[src/rtl/mc_axi_pkg.sv]
// Shared definitions for the memory-controller AXI slave channels.
// Holds default bus widths, the read-request frame layout and FSM state encodings.
// Purely declarative: no logic, no latency, no backpressure.
package mc_axi_pkg;

  localparam int AXI_DATA_WIDTH_DFLT = 256;
  localparam int AXI_ADDR_WIDTH_DFLT = 25;

  // Read-request frame layout at the default width: {last, beat_addr}.
  localparam int RFRAME_LAST_BIT = AXI_ADDR_WIDTH_DFLT;
  localparam int RFRAME_ADDR_MSB = AXI_ADDR_WIDTH_DFLT - 1;
  localparam int RFRAME_ADDR_LSB = 0;

  typedef enum logic [1:0] {
    RCH_IDLE  = 2'd0,
    RCH_REQ   = 2'd1,
    RCH_DRAIN = 2'd2
  } rch_state_t;

endpackage

[src/rtl/axi_slv_rchannel_if.sv]
// Bundle of AXI AR/R signals plus the arbiter read-request/return signals.
// No logic, no latency.
// slave modport is the read channel's view; master is the surrounding system's view.
interface axi_slv_rchannel_if #(
  parameter int AXI_DATA_WIDTH = mc_axi_pkg::AXI_DATA_WIDTH_DFLT,
  parameter int AXI_ADDR_WIDTH = mc_axi_pkg::AXI_ADDR_WIDTH_DFLT
) ();
  logic                      axi_s_arvalid;
  logic                      axi_s_arready;
  logic [7:0]                axi_s_arlen;
  logic [AXI_ADDR_WIDTH-1:0] axi_s_araddr;
  logic                      axi_s_rvalid;
  logic                      axi_s_rready;
  logic                      axi_s_rlast;
  logic [AXI_DATA_WIDTH-1:0] axi_s_rdata;
  logic                      axi2arb_rframe_valid;
  logic                      axi2arb_rframe_ready;
  logic [AXI_ADDR_WIDTH:0]   axi2arb_rframe_data;
  logic                      arb2axi_rdata_valid;
  logic [AXI_DATA_WIDTH-1:0] arb2axi_rdata;

  modport slave (
    input  axi_s_arvalid, axi_s_arlen, axi_s_araddr, axi_s_rready,
    input  axi2arb_rframe_ready, arb2axi_rdata_valid, arb2axi_rdata,
    output axi_s_arready, axi_s_rvalid, axi_s_rlast, axi_s_rdata,
    output axi2arb_rframe_valid, axi2arb_rframe_data
  );

  modport master (
    output axi_s_arvalid, axi_s_arlen, axi_s_araddr, axi_s_rready,
    output axi2arb_rframe_ready, arb2axi_rdata_valid, arb2axi_rdata,
    input  axi_s_arready, axi_s_rvalid, axi_s_rlast, axi_s_rdata,
    input  axi2arb_rframe_valid, axi2arb_rframe_data
  );
endinterface

[src/rtl/axi_rdata_fifo.sv]
// Show-ahead FIFO buffering returned read data ahead of the AXI R channel.
// Latency: a push is visible at the head one cycle later.
// Backpressure: pushes while full and pops while empty are ignored.
module axi_rdata_fifo #(
  parameter int DEPTH = 4,
  parameter int WIDTH = 256
) (
  input  logic                     clk,
  input  logic                     rst_n,
  input  logic                     push,
  input  logic [WIDTH-1:0]         wdata,
  input  logic                     pop,
  output logic [WIDTH-1:0]         rdata,
  output logic                     full,
  output logic                     empty,
  output logic [$clog2(DEPTH):0]   count
);
  localparam int PW = $clog2(DEPTH);

  logic [WIDTH-1:0] mem [DEPTH];
  logic [PW-1:0]    wr_ptr;
  logic [PW-1:0]    rd_ptr;
  logic             do_push;
  logic             do_pop;

  assign full    = (count == (PW+1)'(DEPTH));
  assign empty   = (count == '0);
  assign do_push = push && !full;
  assign do_pop  = pop && !empty;
  assign rdata   = mem[rd_ptr];

  // Pointer and occupancy bookkeeping.
  always_ff @(posedge clk) begin
    if (!rst_n) begin
      wr_ptr <= '0;
      rd_ptr <= '0;
      count  <= '0;
    end else begin
      if (do_push) wr_ptr <= wr_ptr + PW'(1);
      if (do_pop)  rd_ptr <= rd_ptr + PW'(1);
      count <= count + (PW+1)'(do_push) - (PW+1)'(do_pop);
    end
  end

  // Storage array; contents are don't-care until written.
  always_ff @(posedge clk) begin
    if (do_push) mem[wr_ptr] <= wdata;
  end
endmodule

[src/rtl/axi_slv_rchannel.sv]
// AXI slave read channel: one AR burst at a time, one arbiter frame per beat, data back on R.
// Latency: AR -> first frame 1 cycle; return -> rvalid 1 cycle; rlast handshake -> arready 1 cycle.
// Backpressure: frames issue only while in-flight plus buffered beats fit the FIFO, so returns never stall.
module axi_slv_rchannel
  import mc_axi_pkg::*;
#(
  parameter int AXI_DATA_WIDTH = AXI_DATA_WIDTH_DFLT,
  parameter int AXI_ADDR_WIDTH = AXI_ADDR_WIDTH_DFLT,
  parameter int FIFO_DEPTH     = 4
) (
  input  logic               clk,
  input  logic               rst_n,
  axi_slv_rchannel_if.slave  bus
);
  localparam int CW = $clog2(FIFO_DEPTH) + 1;

  rch_state_t                state;
  logic                      arready_q;
  logic [AXI_ADDR_WIDTH-1:0] base;
  logic [7:0]                len;
  logic [8:0]                req_cnt;
  logic [8:0]                rsp_cnt;
  logic [CW-1:0]             outstanding;

  logic                      fifo_push;
  logic                      fifo_full;
  logic                      fifo_empty;
  logic [CW-1:0]             fifo_count;
  logic [AXI_DATA_WIDTH-1:0] fifo_head;

  logic [CW:0]               inflight;
  logic                      credit_ok;
  logic                      frame_vld;
  logic                      frame_hs;
  logic                      req_last;
  logic                      ret_ok;
  logic                      ar_hs;
  logic                      r_hs;
  logic                      rlast;

  assign inflight  = {1'b0, outstanding} + {1'b0, fifo_count};
  assign credit_ok = inflight < (CW+1)'(FIFO_DEPTH);
  assign frame_vld = (state == RCH_REQ) && credit_ok;
  assign frame_hs  = frame_vld && bus.axi2arb_rframe_ready;
  assign req_last  = (req_cnt == {1'b0, len});
  // Returns with nothing outstanding are strays (e.g. from before a reset) and are discarded.
  assign ret_ok    = bus.arb2axi_rdata_valid && (outstanding != '0);
  assign fifo_push = ret_ok && !fifo_full;
  assign ar_hs     = arready_q && bus.axi_s_arvalid;
  assign r_hs      = !fifo_empty && bus.axi_s_rready;
  assign rlast     = !fifo_empty && (rsp_cnt == {1'b0, len});

  assign bus.axi_s_arready        = arready_q;
  assign bus.axi2arb_rframe_valid = frame_vld;
  assign bus.axi2arb_rframe_data  = (state == RCH_REQ)
                                    ? {req_last, base + AXI_ADDR_WIDTH'(req_cnt)} : '0;
  assign bus.axi_s_rvalid         = !fifo_empty;
  assign bus.axi_s_rlast          = rlast;
  assign bus.axi_s_rdata          = fifo_empty ? '0 : fifo_head;

  // Burst FSM: accept AR, issue frames, drain R until the last beat is taken.
  always_ff @(posedge clk) begin
    if (!rst_n) begin
      state     <= RCH_IDLE;
      arready_q <= 1'b0;
      base      <= '0;
      len       <= '0;
      req_cnt   <= '0;
      rsp_cnt   <= '0;
    end else begin
      if (r_hs) rsp_cnt <= rsp_cnt + 9'd1;
      case (state)
        RCH_IDLE: begin
          arready_q <= 1'b1;
          if (ar_hs) begin
            arready_q <= 1'b0;
            base      <= bus.axi_s_araddr;
            len       <= bus.axi_s_arlen;
            req_cnt   <= '0;
            rsp_cnt   <= '0;
            state     <= RCH_REQ;
          end
        end
        RCH_REQ: begin
          if (frame_hs) begin
            req_cnt <= req_cnt + 9'd1;
            if (req_last) state <= RCH_DRAIN;
          end
        end
        RCH_DRAIN: begin
          if (r_hs && rlast) begin
            state     <= RCH_IDLE;
            arready_q <= 1'b1;
          end
        end
        default: state <= RCH_IDLE;
      endcase
    end
  end

  // Frames requested but not yet returned; issue and return in one cycle cancel.
  always_ff @(posedge clk) begin
    if (!rst_n) begin
      outstanding <= '0;
    end else begin
      case ({frame_hs, ret_ok})
        2'b10:   outstanding <= outstanding + CW'(1);
        2'b01:   outstanding <= outstanding - CW'(1);
        default: outstanding <= outstanding;
      endcase
    end
  end

  axi_rdata_fifo #(
    .DEPTH (FIFO_DEPTH),
    .WIDTH (AXI_DATA_WIDTH)
  ) u_fifo (
    .clk   (clk),
    .rst_n (rst_n),
    .push  (fifo_push),
    .wdata (bus.arb2axi_rdata),
    .pop   (r_hs),
    .rdata (fifo_head),
    .full  (fifo_full),
    .empty (fifo_empty),
    .count (fifo_count)
  );

  // A return into a full buffer means the arbiter broke the credit contract.
  a_no_return_when_full: assert property (@(posedge clk) disable iff (!rst_n)
    !(bus.arb2axi_rdata_valid && fifo_full));
endmodule

[src/flat_wrapper.sv]
// flat-port wrapper written by rule: the top's interface ports become plain ports
module axi_slv_rchannel_flat import mc_axi_pkg::*;
#(
  parameter int AXI_DATA_WIDTH = AXI_DATA_WIDTH_DFLT,
  parameter int AXI_ADDR_WIDTH = AXI_ADDR_WIDTH_DFLT,
  parameter int FIFO_DEPTH     = 4
)
  (clk, rst_n, bus_axi_s_arvalid, bus_axi_s_arlen, bus_axi_s_araddr, bus_axi_s_rready, bus_axi2arb_rframe_ready, bus_arb2axi_rdata_valid, bus_arb2axi_rdata, bus_axi_s_arready, bus_axi_s_rvalid, bus_axi_s_rlast, bus_axi_s_rdata, bus_axi2arb_rframe_valid, bus_axi2arb_rframe_data);
  axi_slv_rchannel_if #(.AXI_DATA_WIDTH(AXI_DATA_WIDTH), .AXI_ADDR_WIDTH(AXI_ADDR_WIDTH)) bus_i ();
  input  logic clk;
  input  logic rst_n;
  input wire logic [$bits(bus_i.axi_s_arvalid)-1:0] bus_axi_s_arvalid;
  input wire logic [$bits(bus_i.axi_s_arlen)-1:0] bus_axi_s_arlen;
  input wire logic [$bits(bus_i.axi_s_araddr)-1:0] bus_axi_s_araddr;
  input wire logic [$bits(bus_i.axi_s_rready)-1:0] bus_axi_s_rready;
  input wire logic [$bits(bus_i.axi2arb_rframe_ready)-1:0] bus_axi2arb_rframe_ready;
  input wire logic [$bits(bus_i.arb2axi_rdata_valid)-1:0] bus_arb2axi_rdata_valid;
  input wire logic [$bits(bus_i.arb2axi_rdata)-1:0] bus_arb2axi_rdata;
  output wire logic [$bits(bus_i.axi_s_arready)-1:0] bus_axi_s_arready;
  output wire logic [$bits(bus_i.axi_s_rvalid)-1:0] bus_axi_s_rvalid;
  output wire logic [$bits(bus_i.axi_s_rlast)-1:0] bus_axi_s_rlast;
  output wire logic [$bits(bus_i.axi_s_rdata)-1:0] bus_axi_s_rdata;
  output wire logic [$bits(bus_i.axi2arb_rframe_valid)-1:0] bus_axi2arb_rframe_valid;
  output wire logic [$bits(bus_i.axi2arb_rframe_data)-1:0] bus_axi2arb_rframe_data;
  assign bus_i.axi_s_arvalid = bus_axi_s_arvalid;
  assign bus_i.axi_s_arlen = bus_axi_s_arlen;
  assign bus_i.axi_s_araddr = bus_axi_s_araddr;
  assign bus_i.axi_s_rready = bus_axi_s_rready;
  assign bus_i.axi2arb_rframe_ready = bus_axi2arb_rframe_ready;
  assign bus_i.arb2axi_rdata_valid = bus_arb2axi_rdata_valid;
  assign bus_i.arb2axi_rdata = bus_arb2axi_rdata;
  assign bus_axi_s_arready = bus_i.axi_s_arready;
  assign bus_axi_s_rvalid = bus_i.axi_s_rvalid;
  assign bus_axi_s_rlast = bus_i.axi_s_rlast;
  assign bus_axi_s_rdata = bus_i.axi_s_rdata;
  assign bus_axi2arb_rframe_valid = bus_i.axi2arb_rframe_valid;
  assign bus_axi2arb_rframe_data = bus_i.axi2arb_rframe_data;
  axi_slv_rchannel #(.AXI_DATA_WIDTH(AXI_DATA_WIDTH), .AXI_ADDR_WIDTH(AXI_ADDR_WIDTH), .FIFO_DEPTH(FIFO_DEPTH)) u_core (.clk(clk), .rst_n(rst_n), .bus(bus_i));
endmodule
[config.mk]
export PLATFORM = sky130hd
export DESIGN_NAME = axi_slv_rchannel_flat
export DESIGN_NICKNAME = d
export VERILOG_FILES = /design/src/rtl/mc_axi_pkg.sv /design/src/rtl/axi_slv_rchannel_if.sv /design/src/rtl/axi_rdata_fifo.sv /design/src/rtl/axi_slv_rchannel.sv /design/src/flat_wrapper.sv
export SDC_FILE = /design/constraint.sdc
export NUM_CORES = 1
export LEC_CHECK = 0
export ABC_AREA = 1
export CAP_MARGIN = 20
export CORE_MARGIN = 2
export CORE_UTILIZATION = 40
export DETAILED_ROUTE_END_ITERATION = 12
export SKIP_CTS_REPAIR_TIMING = 1
export SYNTH_ARGS = -nofsm -noshare
export SYNTH_HDL_FRONTEND = slang
export SYNTH_SLANG_ARGS = --single-unit
export TNS_END_PERCENT = 30
[constraint.sdc]
create_clock -name clk -period 33.9 [get_ports clk]
set_clock_uncertainty 0.15 [all_clocks]
set_input_delay 5.085 -clock clk [delete_from_list [all_inputs] [get_ports clk]]
set_output_delay 5.085 -clock clk [all_outputs]
set_load 0.01 [all_outputs]
## Yosys cells after proc, flatten, opt, wreduce, memory -nomap -nowiden

Memory sizes are Yosys's and may differ from the RTL's. A register that Yosys moved wholly into a read port is not among the register bits.
Cells that the tools add are included.

- Logic and storage cells: 76
- Bits in writable memories: 1024
- Memories: 1
- Flip-flop bits (word level): 64
- Input bits: 295

Memory list:

| name | words | bits a word | rd ports | clocked after Yosys merged registers in | wr ports | RTL line | source |
|---|---|---|---|---|---|---|---|
| u_core.u_fifo.mem | 4 | 256 | 1 | 1 | 1 | axi_rdata_fifo.sv:20 | `logic [WIDTH-1:0] mem [DEPTH];` |

- Multiplexer cells: 21
- Add/sub/neg operators: 10
- Order comparisons: 1
- Reductions and logical operators: 22
- Equal/unequal tests: 11

Operator list:

| cell | count |
|---|---|
| $mux W256 | 1 |
| $mux W9 | 5 |
| $mux W26 | 1 |
| $add A25 B9 Y25 | 1 |
| $add A9 B1 Y9 const B | 2 |
| $eq A9 B8 Y1 | 2 |
| $pmux W9 S2 | 1 |
| $mux W2 | 6 |
| $logic_and A1 B1 Y1 | 10 |
| $ne A2 B1 Y1 const B | 4 |
| $pmux W2 S3 | 1 |
| $pmux W3 S2 | 1 |
| $reduce_bool A2 Y1 | 3 |
| $add A2 B1 Y2 const B | 2 |
| $add A3 B3 Y4 | 1 |
| $eq A2 B1 Y1 const B | 2 |
| $eq A2 B2 Y1 const B | 2 |
| $lt A4 B3 Y1 const B | 1 |
| $mux W1 | 4 |
| $reduce_and A2 Y1 | 2 |
| $reduce_and A4 Y1 | 1 |
| $add A3 B1 Y3 | 1 |
| $add A3 B1 Y3 const B | 1 |
| $eq A3 B3 Y1 const B | 1 |
| 8 further kinds | 9 |

## Depth between registers and ports, before layout

- Word-level depth: 6
- Gate-level depth with buffers: 12

## Cells and area by module

From an unflattened synthesis, not the netlist that was laid out.

- Cells, all modules: 3699
- Area total of the unflattened synthesis: 44641.6 µm²

By module, submodules not included:

| module | seq. area each (µm²) | area an instance (µm²) | cells an instance | times used |
|---|---|---|---|---|
| axi_rdata_fifo | 30929.7 | 38853.5 | 2543 | 1 |
| axi_slv_rchannel | 1141.1 | 5788.1 | 1156 | 1 |

## Least setup slack after synthesis

OpenSTA, ideal clock, no wires.

- Path type: input to register
- From: in bus_arb2axi_rdata_valid
- To: mem u_core.u_fifo.mem[0][0], enable pin
- Cell stages on the path: 4
- Data required time: 32871 ps
- Data arrival time: 16102 ps
- Setup time: 879 ps
- Setup slack: 16769 ps
- Path through: inv_1 -> a31oi_1 -> nand2_1 -> nor2_1

- Cells in the longest elaborated chain, start to end: 5

RTL lines:

| item | RTL line | source |
|---|---|---|
| start: declaration | flat_wrapper.sv:17 | `input wire logic [$bits(bus_i.arb2axi_rdata_valid)-1:0] bus_arb2axi_rdata_valid;` |
| $logic_and A1 B1 Y1 | axi_slv_rchannel.sv:47 | `assign ret_ok = bus.arb2axi_rdata_valid && (outstanding != '0);` |
| $logic_and A1 B1 Y1 | axi_slv_rchannel.sv:48 | `assign fifo_push = ret_ok && !fifo_full;` |
| $logic_and A1 B1 Y1 | axi_rdata_fifo.sv:28 | `assign do_push = push && !full;` |
| $mux W1 | axi_rdata_fifo.sv:47 | `if (do_push) mem[wr_ptr] <= wdata;` |
| $mux W1 (implied by the code) | axi_rdata_fifo.sv:47 |  |
| end: declaration | axi_rdata_fifo.sv:20 |  |

No other way between the ends.

==> results by group <==
Run status
  – Status: completed

Detailed routing
  – DRT Wirelength: 115 mm
  – Starting DRT DRC Count: 1932
  – Detail Route Antenna Nets: 0
  – Drt pass-1 iters: 5
  – Number of remaining DRC errors: 0
  – Via density: 5.04
  – Average wire per standard cell: 20.2 um
  – Via Count: 28600

Synthesis
  – Count leader, synth: nor2_1
  – Synth area leaders: edfxtp_1 (71%), nor2_1 (9.8%), o21ai_0 (6.6%)
  – Sequential area share after synthesis: 74.2%
  – Register bit total from synthesis: 1090
  – Mapped Area: 43200 sq um
  – Syn_area_per_cell: 11.9 sq um
  – Async set-reset flop share out of synthesis: 0%
  – Xor/xnor share of the synthesized area: 0.243%
  – Dominant synthesized flop cell: edfxtp_1
  – Compound-gate portion of the synthesized area: 10.4%
  – Commonest cells in the netlist: nor2_1 (1132), edfxtp_1 (1024), o21ai_0 (568)
  – Syn_nets: 3955
  – Warnings, synthesis: 0
  – Cell taking the most area after synthesis: edfxtp_1
  – Synth Area in Simple Gates: 11.9%
  – Adder-Cell Fraction of Synth Area: 0.718%
  – Post-synth EDFFs: 1024
  – Yosys cell types: 35
  – Largest family of logic cells by synthesized area: simple AND/OR/NAND/NOR gates
  – Area share of the leading cell type in the synthesized netlist: 71.1%
  – Gate Count Post-Synth: 3637
  – Multiplexer area fraction after synthesis: 0%

STA
  – Worst-Margin Slew: 1.17 ns
  – Slew Viols, Final: 0
  – Unrepaired setup endpoints after global routing: no
  – Worst rel slew slack: 22.3%
  – Fmax: 103 MHz
  – Setup_tns: 0 ns
  – Setup Viol. Count Final: 0
  – Hold Vio Cnt, Final: 0
  – Final period util: 28.8%
  – Final hold slack: 0.310 ns
  – Fin crit period: 9.75 ns

GRT
  – Total track usage: 20.1%
  – Wire length of the first global-routing pass: 171 mm
  – Initial antenna violation count: 32
  – GRT overflow: 0
  – Vias in the first global route: 27800
  – Largest net degree at the start of global routing: 214

Placement
  – RD Place Congestion: 0.867
  – PortBufs: 580
  – Final HPWL from detailed placement: 66.1 mm

Critical path
  – CP arrival: 4.52 ns
  – Worst reg2reg endpoint: u_core.u_fifo.mem[1][191]
  – Setup CP Type: reg -> out
  – CP Capture Type: primary output
  – Maximum fanout along the worst path: 116
  – Worst EP required: 28.67 ns
  – CP Cell Sequence: inv_8, buf_4, buf_4, nor2_1, o21ai_0, a21oi_1, clkdlybuf4s50_1
  – Slowest cell on crit path: buf_4
  – Register-to-register setup slack: 29.40 ns
  – Slowest cell delay on critical path: 0.88 ns
  – Start of the worst register-to-register path: u_core.outstanding[0]
  – Cells on worst reg2reg path: 7
  – Type of origin of the critical path: flop
  – CP most frequent cell: buf_4

Min path
  – Hold path start: u_core.u_fifo.rd_ptr[1]
  – Hold crit path type: reg -> reg
  – Worst Hold Depth: 2

Run
  – Max-cap violations: 0

Floorplanning
  – Initial Util: 40.3%
  – Std cell rows: 120
  – Overall die height: 333 um
  – CORE AREA: 107000 sq um
  – IO Count: 581
  – Die ar.: 111000 sq um
  – Die Wd: 333 um

Power and ir drop
  – PD cells: 76.2 nW/um^2
  – Leak pwr: 18.2 nW
  – Peak supply drop: 0.0695 mV

Clock network
  – Insertion delay to the later sink of the worst-skew pair: 0.68 ns
  – Root Buffer: clkbuf_16
  – CTS max path bufs: 3
  – H-tree depth: 3
  – Inserted Clock Buffers: 114
  – Worst-path clk slew: 0.05 ns
  – TritonCTS Sinks: 1090
  – CTS tree: done

Layout
  – Fin nets: 4472
  – Area Overhead vs Synth: 25.5%
  – Layout cell share with drive strength beyond 1: 5.31%
-- per-layer routing --
metal,track usage (%),up-vias,share of wire [%]
met5,0,-,0.17
met4,7.56,30,2.7
met3,5.56,181,6.9
met2,33.5,745,49
met1,25.1,13800,41
li1,-,13900,-
-- worst max path at each step --
| stage | startpoint | to | slack [ns] | depth (start not counted) |
|---|---|---|---|---|
| 2_1_floorplan | bus_arb2axi_rdata_valid | u_core.u_fifo.mem[0][0] | 16.77 | 4 |
| 3_3_place_gp | bus_arb2axi_rdata_valid | u_core.u_fifo.mem[1][158] | 24.15 | 8 |
| 3_5_place_dp | bus_arb2axi_rdata_valid | u_core.u_fifo.mem[1][155] | 24.15 | 8 |
| 4_1_cts | flop | bus_axi_s_rdata[178] | 24.03 | 7 |
| 5_1_grt | flop | bus_axi_s_rdata[196] | 23.87 | 7 |
| 6_report | flop | bus_axi_s_rdata[178] | 24.15 | 7 |
-- report_power, final --
group	switching [W]	leakage, nW	internal, W	total (W)
clock	0.000520	1.88	0.000746	0.00127
combinational	0.000764	6.53	0.000486	0.00125
sequential	0.0000336	9.77	0.00158	0.00162
total	0.00132	18.2	0.00282	0.00413
-- registers in the layout, summed over array words and instances, names as in the netlist, named ones only --
| register | count |
|---|---|
| u_core.base | 25 |
| u_core.bus.axi_s_arready | 1 |
| u_core.len | 8 |
| u_core.outstanding | 3 |
| u_core.req_cnt | 9 |
| u_core.rsp_cnt | 9 |
| u_core.state | 2 |
| u_core.u_fifo.count | 3 |
| u_core.u_fifo.mem | 1024 |
| u_core.u_fifo.rd_ptr | 2 |
| u_core.u_fifo.wr_ptr | 2 |
-- critical path: cells and delay by family (launching register included) --
| family | cells | cell delay [ns] |
|---|---|---|
| buffers and inverters | 4 | 2.88 |
| AO/OA/AOI/OAI | 2 | 0.31 |
| AND/OR/NAND/NOR | 1 | 0.11 |
| flip-flops | 1 | 0.39 |
-- through the flow --
step                      cell area (sq um)  power, W  setup slack [ns]  utilization [%]  instances
final                                 54200   0.00413             24.15             50.6       5677
after global routing                  54200   0.00433             23.87             50.6       5673
after CTS                             54100   0.00418             24.03             50.5       5656
after detailed placement              50300   0.00291             24.15             46.9       5439
after global placement                50300   0.00290             24.15             46.9       5439
after floorplan                       43200   0.00230             16.77                -       3637
-- cell families (layout without fill, tap and decap cells) --
group / count (synthesis) / in the layout
and+or+nand+nor: 1326 / 1326
AOI/OAI and AO/OA: 892 / 892
adders and majority gates: 23 / 23
buffers and inverters: 294 / 912
xor gates and xnor gates: 12 / 12
other: 0 / 19
DFF: 1090 / 1090
-- cells in the final DEF, fill, tap and decap left out, types with 7 or more instances in the layout --
master	Yosys	final
clkbuf_16	0	116
clkdlybuf4s50_1	0	580
nand2_1	131	131
clkinv_2	0	27
nand4_1	9	9
nand3_1	20	20
ha_1	20	20
nor2_4	3	7
a21oi_1	314	314
bufinv_16	0	16
buf_4	0	26
xor2_1	7	7
clkbuf_1	159	12
diode_2	0	19
nor3_1	16	16
inv_1	77	75
o21ai_0	568	568
edfxtp_1	1024	1024
clkinv_1	1	37
nor2_1	1132	1128
dfxtp_1	66	64
-- area by class of cell --
| type | instances | area (sq um) |
|---|---|---|
| antenna | 19 | 47.5 |
| clock buffer | 128 | 2950 |
| clock inverter | 89 | 871 |
| fill | 9333 | 53000 |
| inverter | 82 | 330 |
| multi-input combinational | 2253 | 10100 |
| sequential | 1090 | 32100 |
| tap | 1403 | 1760 |
| timing repair buffer | 613 | 6160 |
(Power assumes the default switching activity.)
